===== src/rtl/rot_arb_pkg.sv =====
// Shared constants, response-state encoding and the clog2 helper for the rotate arbiter.
package rot_arb_pkg;

  localparam logic ROT_LEFT  = 1'b1;
  localparam logic ROT_RIGHT = 1'b0;

  localparam int DEF_NREQ  = 4;
  localparam int DEF_WIDTH = 8;
  localparam int DEF_SHW   = 3;

  typedef enum logic {
    ST_EMPTY = 1'b0,
    ST_FULL  = 1'b1
  } rsp_state_e;

  function automatic int clog2(input int v);
    int r;
    r = 0;
    for (int i = 0; i < 31; i++) begin
      if ((1 << i) < v) r = i + 1;
    end
    return r;
  endfunction

endpackage


===== src/rtl/rotate_core.sv =====
// Combinational log-stage rotator: stage s rotates by 2^s when amt[s] is set.
// Zero latency, no state; direction taken from lr (ROT_LEFT / ROT_RIGHT).
module rotate_core
  import rot_arb_pkg::*;
#(
  parameter int WIDTH = DEF_WIDTH,
  parameter int SHW   = DEF_SHW
) (
  input  logic [WIDTH-1:0] data,
  input  logic             lr,
  input  logic [SHW-1:0]   amt,
  output logic [WIDTH-1:0] out
);

  logic [WIDTH-1:0] stg [0:SHW];

  assign stg[0] = data;

  for (genvar s = 0; s < SHW; s++) begin : g_stage
    localparam int SH = 1 << s;
    logic [WIDTH-1:0] rol;
    logic [WIDTH-1:0] ror;

    assign rol = {stg[s][WIDTH-1-SH:0], stg[s][WIDTH-1:WIDTH-SH]};
    assign ror = {stg[s][SH-1:0], stg[s][WIDTH-1:SH]};

    assign stg[s+1] = !amt[s]         ? stg[s] :
                      (lr == ROT_LEFT) ? rol    : ror;
  end

  assign out = stg[SHW];

endmodule


===== src/rtl/rotate_arbiter.sv =====
// Round-robin share of one rotate_core among NREQ valid/ready requesters; 1-cycle registered response.
// A held response (rsp_valid & !rsp_ready) blocks all grants and freezes the round-robin pointer.
module rotate_arbiter
  import rot_arb_pkg::*;
#(
  parameter int NREQ  = DEF_NREQ,
  parameter int WIDTH = DEF_WIDTH,
  parameter int SHW   = clog2(WIDTH),
  parameter int IDW   = clog2(NREQ)
) (
  input  logic                  clk,
  input  logic                  rst,
  input  logic [NREQ-1:0]       req_valid,
  output logic [NREQ-1:0]       req_ready,
  input  logic [NREQ*WIDTH-1:0] req_data,
  input  logic [NREQ-1:0]       req_lr,
  input  logic [NREQ*SHW-1:0]   req_amt,
  output logic                  rsp_valid,
  input  logic                  rsp_ready,
  output logic [WIDTH-1:0]      rsp_data,
  output logic [IDW-1:0]        rsp_id,
  output logic                  busy
);

  rsp_state_e       state_q;
  logic [IDW-1:0]   rr_ptr_q;
  logic [IDW-1:0]   rr_ptr_d;
  logic [WIDTH-1:0] rsp_data_q;
  logic [IDW-1:0]   rsp_id_q;

  logic             can_acc;
  logic             gnt_vld;
  logic [IDW-1:0]   gnt_idx;
  logic             xfer;

  logic [WIDTH-1:0] sel_data;
  logic             sel_lr;
  logic [SHW-1:0]   sel_amt;
  logic [WIDTH-1:0] rot_data;

  assign rsp_valid = (state_q == ST_FULL);
  assign can_acc   = !rsp_valid | rsp_ready;
  assign xfer      = gnt_vld & can_acc & !rst;

  // Search from rr_ptr upwards, wrapping; the first valid requester wins.
  always_comb begin
    int idx;
    idx     = 0;
    gnt_vld = 1'b0;
    gnt_idx = '0;
    for (int i = 0; i < NREQ; i++) begin
      idx = int'(rr_ptr_q) + i;
      if (idx >= NREQ) idx = idx - NREQ;
      if (!gnt_vld && req_valid[idx]) begin
        gnt_vld = 1'b1;
        gnt_idx = idx[IDW-1:0];
      end
    end
  end

  always_comb begin
    req_ready = '0;
    if (xfer) req_ready[gnt_idx] = 1'b1;
  end

  always_comb begin
    rr_ptr_d = rr_ptr_q;
    if (xfer) rr_ptr_d = (gnt_idx == IDW'(NREQ - 1)) ? '0 : gnt_idx + 1'b1;
  end

  assign sel_data = req_data[gnt_idx*WIDTH +: WIDTH];
  assign sel_lr   = req_lr[gnt_idx];
  assign sel_amt  = req_amt[gnt_idx*SHW +: SHW];

  rotate_core #(
    .WIDTH (WIDTH),
    .SHW   (SHW)
  ) u_rotate_core (
    .data (sel_data),
    .lr   (sel_lr),
    .amt  (sel_amt),
    .out  (rot_data)
  );

  always_ff @(posedge clk) begin
    if (rst) begin
      state_q    <= ST_EMPTY;
      rr_ptr_q   <= '0;
      rsp_data_q <= '0;
      rsp_id_q   <= '0;
    end else begin
      rr_ptr_q <= rr_ptr_d;
      case (state_q)
        ST_EMPTY: if (xfer) state_q <= ST_FULL;
        ST_FULL:  if (!xfer && rsp_ready) state_q <= ST_EMPTY;
        default:  state_q <= ST_EMPTY;
      endcase
      if (xfer) begin
        rsp_data_q <= rot_data;
        rsp_id_q   <= gnt_idx;
      end
    end
  end

  assign rsp_data = rsp_data_q;
  assign rsp_id   = rsp_id_q;
  assign busy     = rsp_valid & !rsp_ready;

endmodule


===== config.mk =====
export PLATFORM = sky130hd
export DESIGN_NAME = rotate_arbiter
export DESIGN_NICKNAME = d
export VERILOG_FILES = /design/src/rtl/rot_arb_pkg.sv /design/src/rtl/rotate_core.sv /design/src/rtl/rotate_arbiter.sv
export SDC_FILE = /design/constraint.sdc
export NUM_CORES = 1
export LEC_CHECK = 0
export ABC_CLOCK_PERIOD_IN_PS = 5670
export BUFFER_PORTS_ARGS = -buffer_cell sky130_fd_sc_hd__buf_2
export CORE_ASPECT_RATIO = 0.7
export CORE_UTILIZATION = 54
export CTS_BUF_LIST = sky130_fd_sc_hd__clkbuf_8
export DETAILED_ROUTE_END_ITERATION = 6
export PLACE_DENSITY = 0.95
export SLEW_MARGIN = 10
export SYNTH_ARGS = -nofsm -noshare
export SYNTH_HDL_FRONTEND = slang
export SYNTH_SLANG_ARGS = --single-unit

===== constraint.sdc =====
create_clock -name clk -period 5.67 [get_ports clk]
set_input_delay 0.567 -clock clk [delete_from_list [all_inputs] [get_ports clk]]
set_output_delay 0.567 -clock clk [all_outputs]
set_load 0.02 [all_outputs]

Yosys cells after proc, flatten, opt, wreduce, memory -nomap -nowiden
Index checks and enable logic that the tools add are counted.
W data, S select, Z words.

storage, ports and cells
  bits in read-only memories = 0
  register bits = 13
  input bits = 55
  latch bits = 0
  output and inout port bits = 16
  memories kept = 0
  RAM bits = 0
  word-level logic and storage cells = 81

cells by class
  add/subtract/negate cells = 8
  $mul = 1
  shifts and indexed selects = 2
  equality and inequality tests = 1
  reduce and logical (&&, ||, !) cells = 12
  divide/modulo/power cells = 0
  muxes and demuxes = 38
  bitwise gates (word level) = 5
  magnitude comparators = 10

operators with widths
  kind                   number
  $lt A32 B4 Y1 const B  4
  $mux W32               4
  $mux W8                5
  $shiftx A32 B6 Y8      1
  $mux W1                16
  $shiftx A12 B5 Y3      1
  $sub A3 B3 Y4 const B  3
  $bmux W1 S2            5
  $mux W2                5
  $ge A3 B3 Y1 const B   3
  $logic_not A1 Y1       7
  $add A2 B2 Y3 const B  2
  $logic_and A1 B1 Y1    5
  $mul A2 B2 Y4 const B  1
  $mux W4                1
  $sub A2 B3 Y4 const B  1
  $add A2 B1 Y3 const B  1
  $and A1 B1 Y1          3
  $ge A2 B3 Y1 const B   1
  $lt A2 B3 Y1 const B   1
  $add A2 B1 Y2 const B  1
  $demux W1 S2           1
  $eq A2 B2 Y1 const B   1
  $ge A2 B1 Y1 const B   1
  other kinds (3)        3

Longest topological paths before layout
Gate-level depths: netlist (run 1).

  depth in word-level cells = 22
  gate-level depth with buffers = 13
  gate-level depth less buffers = 10

Cells and area by module
Synthesis (run 1) repeated with hierarchy kept, for this count alone.

unflattened totals
  cell total of the unflattened synthesis = 229
  area total of the unflattened synthesis = 1831.8 um2

modules (own cells, without submodules)
  module          sequential area each (um2)  instances  cells an instance  area each (um2)
  rotate_arbiter  260.2                       1          120                1067.3
  rotate_core     0.0                         1          109                764.5

Worst setup path after synthesis (run 1)
Ideal clock, no wire load.

  path type = input-to-reg
  start point = input req_valid[0]
  end point = register rsp_data_q[1] (netlist: rsp_data[1])
  data required time = 5554 ps
  library setup time = 116 ps
  path slack = 3081 ps
  arrival = 2473 ps
  buffers on the path = 2
  stages on the path = 11
  path through = and2_4 -> and2_0 -> or3_1 -> buf_6 -> and3_1 -> buf_6 -> o211ai_1 -> nand3_1 -> a221oi_1 -> a211oi_1 -> a31o_1

between the ends
  longest elaborated chain between the ends = 20
  elaborated cells on any way between the ends = 38
  classes of those cells = mul: 1; shift: 2; mux: 27; bitwise: 2; reduce/logical: 6

RTL lines
  element                                                               line                  text
  from (decl)                                                           rotate_arbiter.sv:13  input logic [NREQ-1:0] req_valid,
  parallel branches: the longest is 20 deep, another holds $bmux W1 S2  --
  to (signal assigned)                                                  rotate_arbiter.sv:99  rsp_data_q <= rot_data;
  to (decl)                                                             rotate_arbiter.sv:28  logic [WIDTH-1:0] rsp_data_q;

Parallel ways; which one is timed is not known. The select of a mux whose other input is x is not followed.
A chain may end at the register's enable or synchronous reset.

Final worst setup path (run 1)
Ends and elaborated chain as after synthesis.

==> results of run 1 <==
==> per-layer routing <==
| layer | track usage (%) | part of all wire (%) | vias up |
|---|---|---|---|
| li1 | - | - | 1052 |
| met1 | 45.8 | 45 | 977 |
| met2 | 48.9 | 44 | 139 |
| met3 | 5.99 | 10 | 17 |
| met4 | 6.46 | 1.5 | 0 |
| met5 | 0 | 0 | - |
==> cell families (layout without fill, tap and decap cells) <==
kind of cell | after synthesis | count (layout) | share of synthesized area, %
AND/OR/NAND/NOR | 111 | 111 | 34.4
AO/OA/AOI/OAI | 83 | 83 | 34.6
buffers and inverters | 25 | 82 | 9.57
flip-flops | 13 | 13 | 15.3
multiplexers | 5 | 5 | 3.24
adder cells (fa/ha/maj) | 4 | 4 | 2.94
==> path summary, 6_finish.rpt <==
path                                  from                        to  slack (ns)
setup / recovery              req_valid[0]  rsp_data[1]$_SDFFE_PP0P_        2.43
hold / removal      rsp_id[0]$_SDFFE_PP0P_    rsp_id[0]$_SDFFE_PP0P_        0.46
setup reg to reg  rr_ptr_q[1]$_SDFFE_PP0P_  rsp_data[1]$_SDFFE_PP0P_        2.44
hold reg to reg     rsp_id[0]$_SDFFE_PP0P_    rsp_id[0]$_SDFFE_PP0P_        0.46
==> synth_stat cells (2+ instances only) <==
library cell | instances | share of area [%]
a311oi_1 | 4 | 2.1
a211o_1 | 2 | 1.0
nand2_1 | 9 | 2.0
and3_1 | 2 | 0.74
ha_1 | 4 | 2.9
buf_6 | 5 | 3.3
nand4_1 | 10 | 3.7
o21ai_0 | 28 | 8.2
o211ai_1 | 7 | 3.1
dfxtp_1 | 13 | 15
a22oi_1 | 4 | 1.8
mux2i_1 | 3 | 1.8
nor2b_1 | 2 | 0.74
a211oi_1 | 2 | 0.88
and2_1 | 6 | 2.2
o221a_1 | 2 | 1.3
nand3_1 | 63 | 19
o211ai_2 | 4 | 2.9
inv_1 | 2 | 0.44
a21oi_1 | 10 | 2.9
a221oi_1 | 4 | 2.1
clkbuf_1 | 6 | 1.3
nor2_1 | 7 | 1.5
a31oi_1 | 8 | 2.9
nand2b_1 | 3 | 1.1
nand3_2 | 2 | 1.2
buf_4 | 3 | 1.3
buf_2 | 6 | 1.8
or3_1 | 2 | 0.74
a31o_1 | 2 | 1.0
==> stage by stage <==
step	utilization, %	std cells	worst slack [ns]	hold WS, ns
finish	70.5	334	2.43	0.463
global route	70.5	334	2.21	0.489
CTS	70.5	334	2.51	0.464
detailed placement	68.9	330	2.25	0.455
global placement	68.9	330	2.39	0.445
floorplan	-	241	3.08	0.476
==> area by class of cell <==
class | instances | area [um^2] | area share [%]
well taps | 36 | 45.0 | 2.22
inverters | 5 | 31.3 | 1.54
multi-input cells | 203 | 1280 | 62.9
repair buffers | 73 | 373 | 18.3
clock buffers | 3 | 41.3 | 2.03
flip-flops and latches | 13 | 260 | 12.8
clock inverters | 1 | 3.75 | 0.185
==> registers in the layout, indices dropped and copies added (netlist names) <==
name and count:
rsp_valid 1, rsp_data 8, rsp_id 2, rr_ptr_q 2
==> worst max-delay path, delay by kind of cell <==
| family | cells | cell delay, ns |
|---|---|---|
| simple gates | 6 | 2.05 |
| buf+inv | 1 | 0.12 |
| compound gates | 3 | 0.63 |
==> where the power goes <==
part	internal, W	leakage [nW]	switching [W]
clock	0.0000479	0.0269	0.0000346
sequential	0.000111	0.108	0.0000121
combinational	0.000174	0.769	0.000330
==> impl_results.md, run 1 <==
- Sequential share of the synthesized area: 15.3%
- Number of top-level pins: 71
- Number of inserted diodes: 0
- Slew @ Worst Pin: 0.666 ns
- All-layer global routing usage: 31.7%
- CTS tree: done
- Clk_lat worst skew: 0.25 ns
- Width of the chip: 69.1 um
- Quantity of I/O buffers inserted on ports: 70
- CTS buffer count: 3
- Vias in the first global route: 1911
- Warnings, synthesis: 0
- Post-cts sizing count: 0
- Placed cell areas: 1990 um^2
- Wire length of the first global-routing pass: 8910 um
- Share of cells above drive strength 1: 30.9%
- Number of unique standard cell types used by synthesis: 46
- Post-route fraction of the period consumed by the critical path: 57.1%
- Final Max Slew Viols: 0
- Initial core utilization: 59.0%
- Antenna violations before repair: 0
- Number of enable-type register cells in the synthesized netlist: 0
- CP Class: primary input to flop
- Setup violation total in the final timing report: 0
- Length of the first detailed-routing pass in iterations: 5
- Clock tree root driver cell: clkbuf_8
- Kind of end point of the critical path: flop
- Minimum clock period after layout: 3.24 ns
- Number of clock sinks: 13
- Final HPWL from detailed placement: 4010 um
- Most frequent standard cell in the layout excluding fill and tap cells: buf_2
- Post-CTS Repair Setup Buffers: 0
- CP dominant cell by count: nand3_1
- Top library cells by usage in the layout, fill and taps aside: buf_2 (70), nand3_1 (63), o21ai_0 (28), dfxtp_1 (13)
- Delay of the slowest cell on the worst path: 0.64 ns
- Cell at the slowest stage of the critical path: or3_1
- Synthesized Nets: 300
- Main synth FF type: dfxtp_1
- Drt drc: 0
- DRC violation total after the first TritonRoute iteration: 221
- Cell-by-cell trace of the critical path: buf_2, and2_4, and2_0, or3_1, nand3_1, and2_1, nand3_1, a221oi_1, a211oi_1, a31o_1
- Total Die Area: 3380 um^2
- Clock edge transition at the registers on the reported setup and hold paths: 0.06 ns
- Routed WL per cell: 15.3 um
- Height of the die: 49.0 um
- Element type at the critical path start: primary input
- Max Fanout on Critical Path: 18
- Fmax achieved: 309 MHz
- Instance count along the most critical hold path: 2
- Leakage: 0.904 nW
- Depth of the worst register-to-register path: 9
- # H-tree levels: 1
- Critical path arrival: 3.38 ns
- Number of instances in the synthesized netlist: 241
- Final number of hold-violating endpoints: 0
- Tot Pwr: 0.000709 W
- Area of all placed cells without fillers: 2030 um^2
- Setup_tns: 0 ns
- VDD IR max: 179 uV
- Nets: 358
- GP Congestion: 1.01
- RSZ-0062 raised after global routing: false
- Total of fill cells in the finished design: 248
- Number of flip-flops and latches in the synthesized netlist: 13
- Max-slew headroom: 55.6%
- Kind of path behind the tightest hold check: flop to flop
- Synthesized area per cell: 7.06 um^2
- Total wirelength of the detailed-routed design: 5100 um
- Buffer depth of the longest clock path: 2
- Status: finished, final reports clean
- Req. time, crit path: 5.81 ns
- Number of hold buffers added after CTS: 0
- Number of vias per cell after detailed routing: 6.54
- Area of the mapped netlist: 1700 um^2
- Number of antenna-violating nets in the routed design: 0
- Worst Skew: 0.00376 ns
- Power per standard cell area: 349 nW/um^2
- Max-capacitance violation count: 0
- Total via count after detailed routing: 2185
- Synthesis-to-layout area growth: 19.5%
- Core Rows: 16
- Area of the core region: 2880 um^2
- Largest net degree at the start of global routing: 24
- Fraction of registers with async set/reset: 0%
- Residual overflow from global routing: 0
Power figures use the tool's default switching activity.
==> run 2: changes to the inputs <==
Settings changed: ABC_CLOCK_PERIOD_IN_PS 5670 to 3000, CORE_UTILIZATION 54 to 50, PLACE_DENSITY 0.95 to 0.89.
Clock period 5.67 ns to 3 ns, I/O delays scaled along.
==> run 2 against run 1 <==
Against the previous run: global-route usage is 1.9 points lower; non-clock buffer count is 5 higher; worst setup slack worse by 2.3 ns; utilization is 5.0 points lower; sequential power is 89% higher; register-to-register slack worse by 2.3 ns; power is 95% higher.
==> impl_results.md, run 2 (synthesis results as in run 1) <==
- Count of non-filler cells in the finished layout: 341 (+2.1%)
- Top library cells by usage in the layout, fill and taps aside: buf_2 (70), nand3_1 (62), o21ai_0 (28), dfxtp_1 (13)
- Busiest metal layer after global routing: met2
- Final HPWL from detailed placement: 4210 um (+5.1%)
- Wire length of the first global-routing pass: 8600 um (-3.4%)
- Critical path arrival: 3.02 ns (-0.36 ns)
- CP Class: flop to flop
- Cell-by-cell trace of the critical path: mux2i_1, nor2_1, or3_1, clkinv_8, and3_1, o211ai_4, a311oi_1, a31oi_1, a211o_1, a21oi_1
- GR met2 Demand/Resource: 45.8% (-3.1 points)
- Buffer depth of the longest clock path: 2 (unchanged)
- Initial core utilization: 53.3% (-5.7 points)
- Number of top-level pins: 71 (unchanged)
- Max-slew headroom: 57.8% (+2.3 points)
- Height of the die: 50.8 um (+3.8%)
- Power per standard cell area: 661 nW/um^2 (+89%)
- Fmax achieved: 352 MHz
- All-layer global routing usage: 29.8% (-1.9 points)
- CTS buffer count: 3 (unchanged)
- Number of clock sinks: 13 (unchanged)
- Most frequent standard cell in the layout excluding fill and tap cells: buf_2
- Minimum clock period after layout: 2.84 ns
- Number of vias per cell after detailed routing: 6.40 (-2.1%)
- Status: finished, final reports clean
- Total Die Area: 3640 um^2 (+7.7%)
- Antenna violations before repair: 0 (unchanged)
- GRT met3 Usage: 6.22% (+0.23 points)
- Number of inserted diodes: 0 (unchanged)
- Nets: 363 (+1.4%)
- Final Max Slew Viols: 0 (unchanged)
- Clk_lat worst skew: 0.25 ns (about the same)
- Number of hold buffers added after CTS: 0 (unchanged)
- Number of flip-flops in the largest register: 8 (unchanged)
- Drt drc: 0 (unchanged)
- Length of the first detailed-routing pass in iterations: 5 (unchanged)
- Max Fanout on Critical Path: 9 (-9)
- Routed WL per cell: 15.4 um (+0.73%)
- Leakage: 0.934 nW (+3.4%)
- Met1 routing resource usage after global routing: 42.3% (-3.6 points)
- Synthesis-to-layout area growth: 22.9%
- Max-capacitance violation count: 0 (unchanged)
- Delay of the slowest cell on the worst path: 0.53 ns (-0.11 ns)
- Setup_tns: 0 ns (unchanged)
- Largest net degree at the start of global routing: 23 (-4.2%)
- Worst Skew: 0.00592 ns (+0.00216 ns)
- CTS tree: done
- Cell at the slowest stage of the critical path: or3_1
- # H-tree levels: 1 (unchanged)
- Kind of path behind the tightest hold check: primary input to flop
- GP Congestion: 1.02 (+1.0%)
- RSZ-0062 raised after global routing: false
- VDD IR max: 339 uV (+90%)
- Share of cells above drive strength 1: 32.3% (+1.5 points)
- Core Rows: 17 (+1)
- Placed Cells incl. Taps: 337 (+2.1%)
- Area of the core region: 3190 um^2 (+11%)
- Req. time, crit path: 3.17 ns (-2.64 ns)
- DRC violation total after the first TritonRoute iteration: 150 (-32%)
- Total via count after detailed routing: 2184 (-0.046%)
- Post-route fraction of the period consumed by the critical path: 94.7%
- Kind of end point of the critical path: flop
- Clock edge transition at the registers on the reported setup and hold paths: 0.06 ns (about the same)
- Slew @ Worst Pin: 0.627 ns (-0.0397 ns)
- Residual overflow from global routing: 0 (unchanged)
- Setup violation total in the final timing report: 0 (unchanged)
- Width of the chip: 71.7 um (+3.8%)
- Total wirelength of the detailed-routed design: 5240 um (+2.8%)
- Final number of hold-violating endpoints: 0 (unchanged)
- Number of antenna-violating nets in the routed design: 0 (unchanged)
- Vias in the first global route: 1838 (-3.8%)
- Clock tree root driver cell: clkbuf_8
- Element type at the critical path start: flop
- Quantity of I/O buffers inserted on ports: 70 (unchanged)
run 2: changes by cell type in the layout (fill, tap and decap cells not counted):
cell     delta
buf_12      +1
buf_4       +4
nand3_2     +1
nand3_1     -1
run 2: routing by layer:
| layer | part of all wire [%] | vias up |
|---|---|---|
| met5 | 0 | - |
| met4 | 0.13 | 0 |
| met3 | 7.0 | 2 |
| met2 | 45 | 108 |
| met1 | 48 | 1012 |
| li1 | - | 1062 |
run 2: where the power goes:
part           switching (W)  internal, W
clock              0.0000637    0.0000904
sequential         0.0000238     0.000209
combinational       0.000636     0.000359
run 2: final cells by class:
cell class / instances / area, um^2
well taps: 38 / 47.5
clock inverters: 1 / 3.75
inverters: 5 / 31.3
fillers: 308 / 1100
repair buffers: 78 / 423
clock buffers: 3 / 41.3
multi-input cells: 203 / 1280
flip-flops and latches: 13 / 260
run 2: final timing paths:
path                       startpoint                        to  slack [ns]  cells after the start
max          rr_ptr_q[1]$_SDFFE_PP0P_  rsp_data[2]$_SDFFE_PP0P_        0.16                     10
min                               rst    rsp_id[0]$_SDFFE_PP0P_        0.31                      2
max reg2reg  rr_ptr_q[1]$_SDFFE_PP0P_  rsp_data[2]$_SDFFE_PP0P_        0.16                     10
min reg2reg    rsp_id[0]$_SDFFE_PP0P_    rsp_id[0]$_SDFFE_PP0P_        0.46                      2
run 2: critical path, delay by kind of cell (launching register included):
kind                   cells  cell delay [ns]
DFF                        1             0.44
muxes                      1             0.21
and+or+nand+nor            3             1.02
buffers and inverters      1             0.12
AOI/OAI and AO/OA          5             0.98
run 2: what timing repair did:
| item | in CTS | in global routing |
|---|---|---|
| setup endpoints to repair | 0 | 4 |
| resized for setup | 0 | 1 |
| hold endpoints to repair | 0 | 0 |
| setup buffers | 0 | 0 |
run 2: stage by stage:
step / hold WS, ns / area [um^2] / worst slack (ns) / total power, W / utilization (%)
after floorplan: 0.369 / 1700 / 0.634 / 0.000992 / -
after global placement: 0.442 / 2040 / 0.170 / 0.00119 / 63.9
after detailed placement: 0.451 / 2040 / 0.135 / 0.00120 / 63.9
after CTS: 0.303 / 2080 / 0.163 / 0.00136 / 65.3
after global routing: 0.319 / 2090 / 0.00831 / 0.00149 / 65.5
final: 0.308 / 2090 / 0.158 / 0.00138 / 65.5
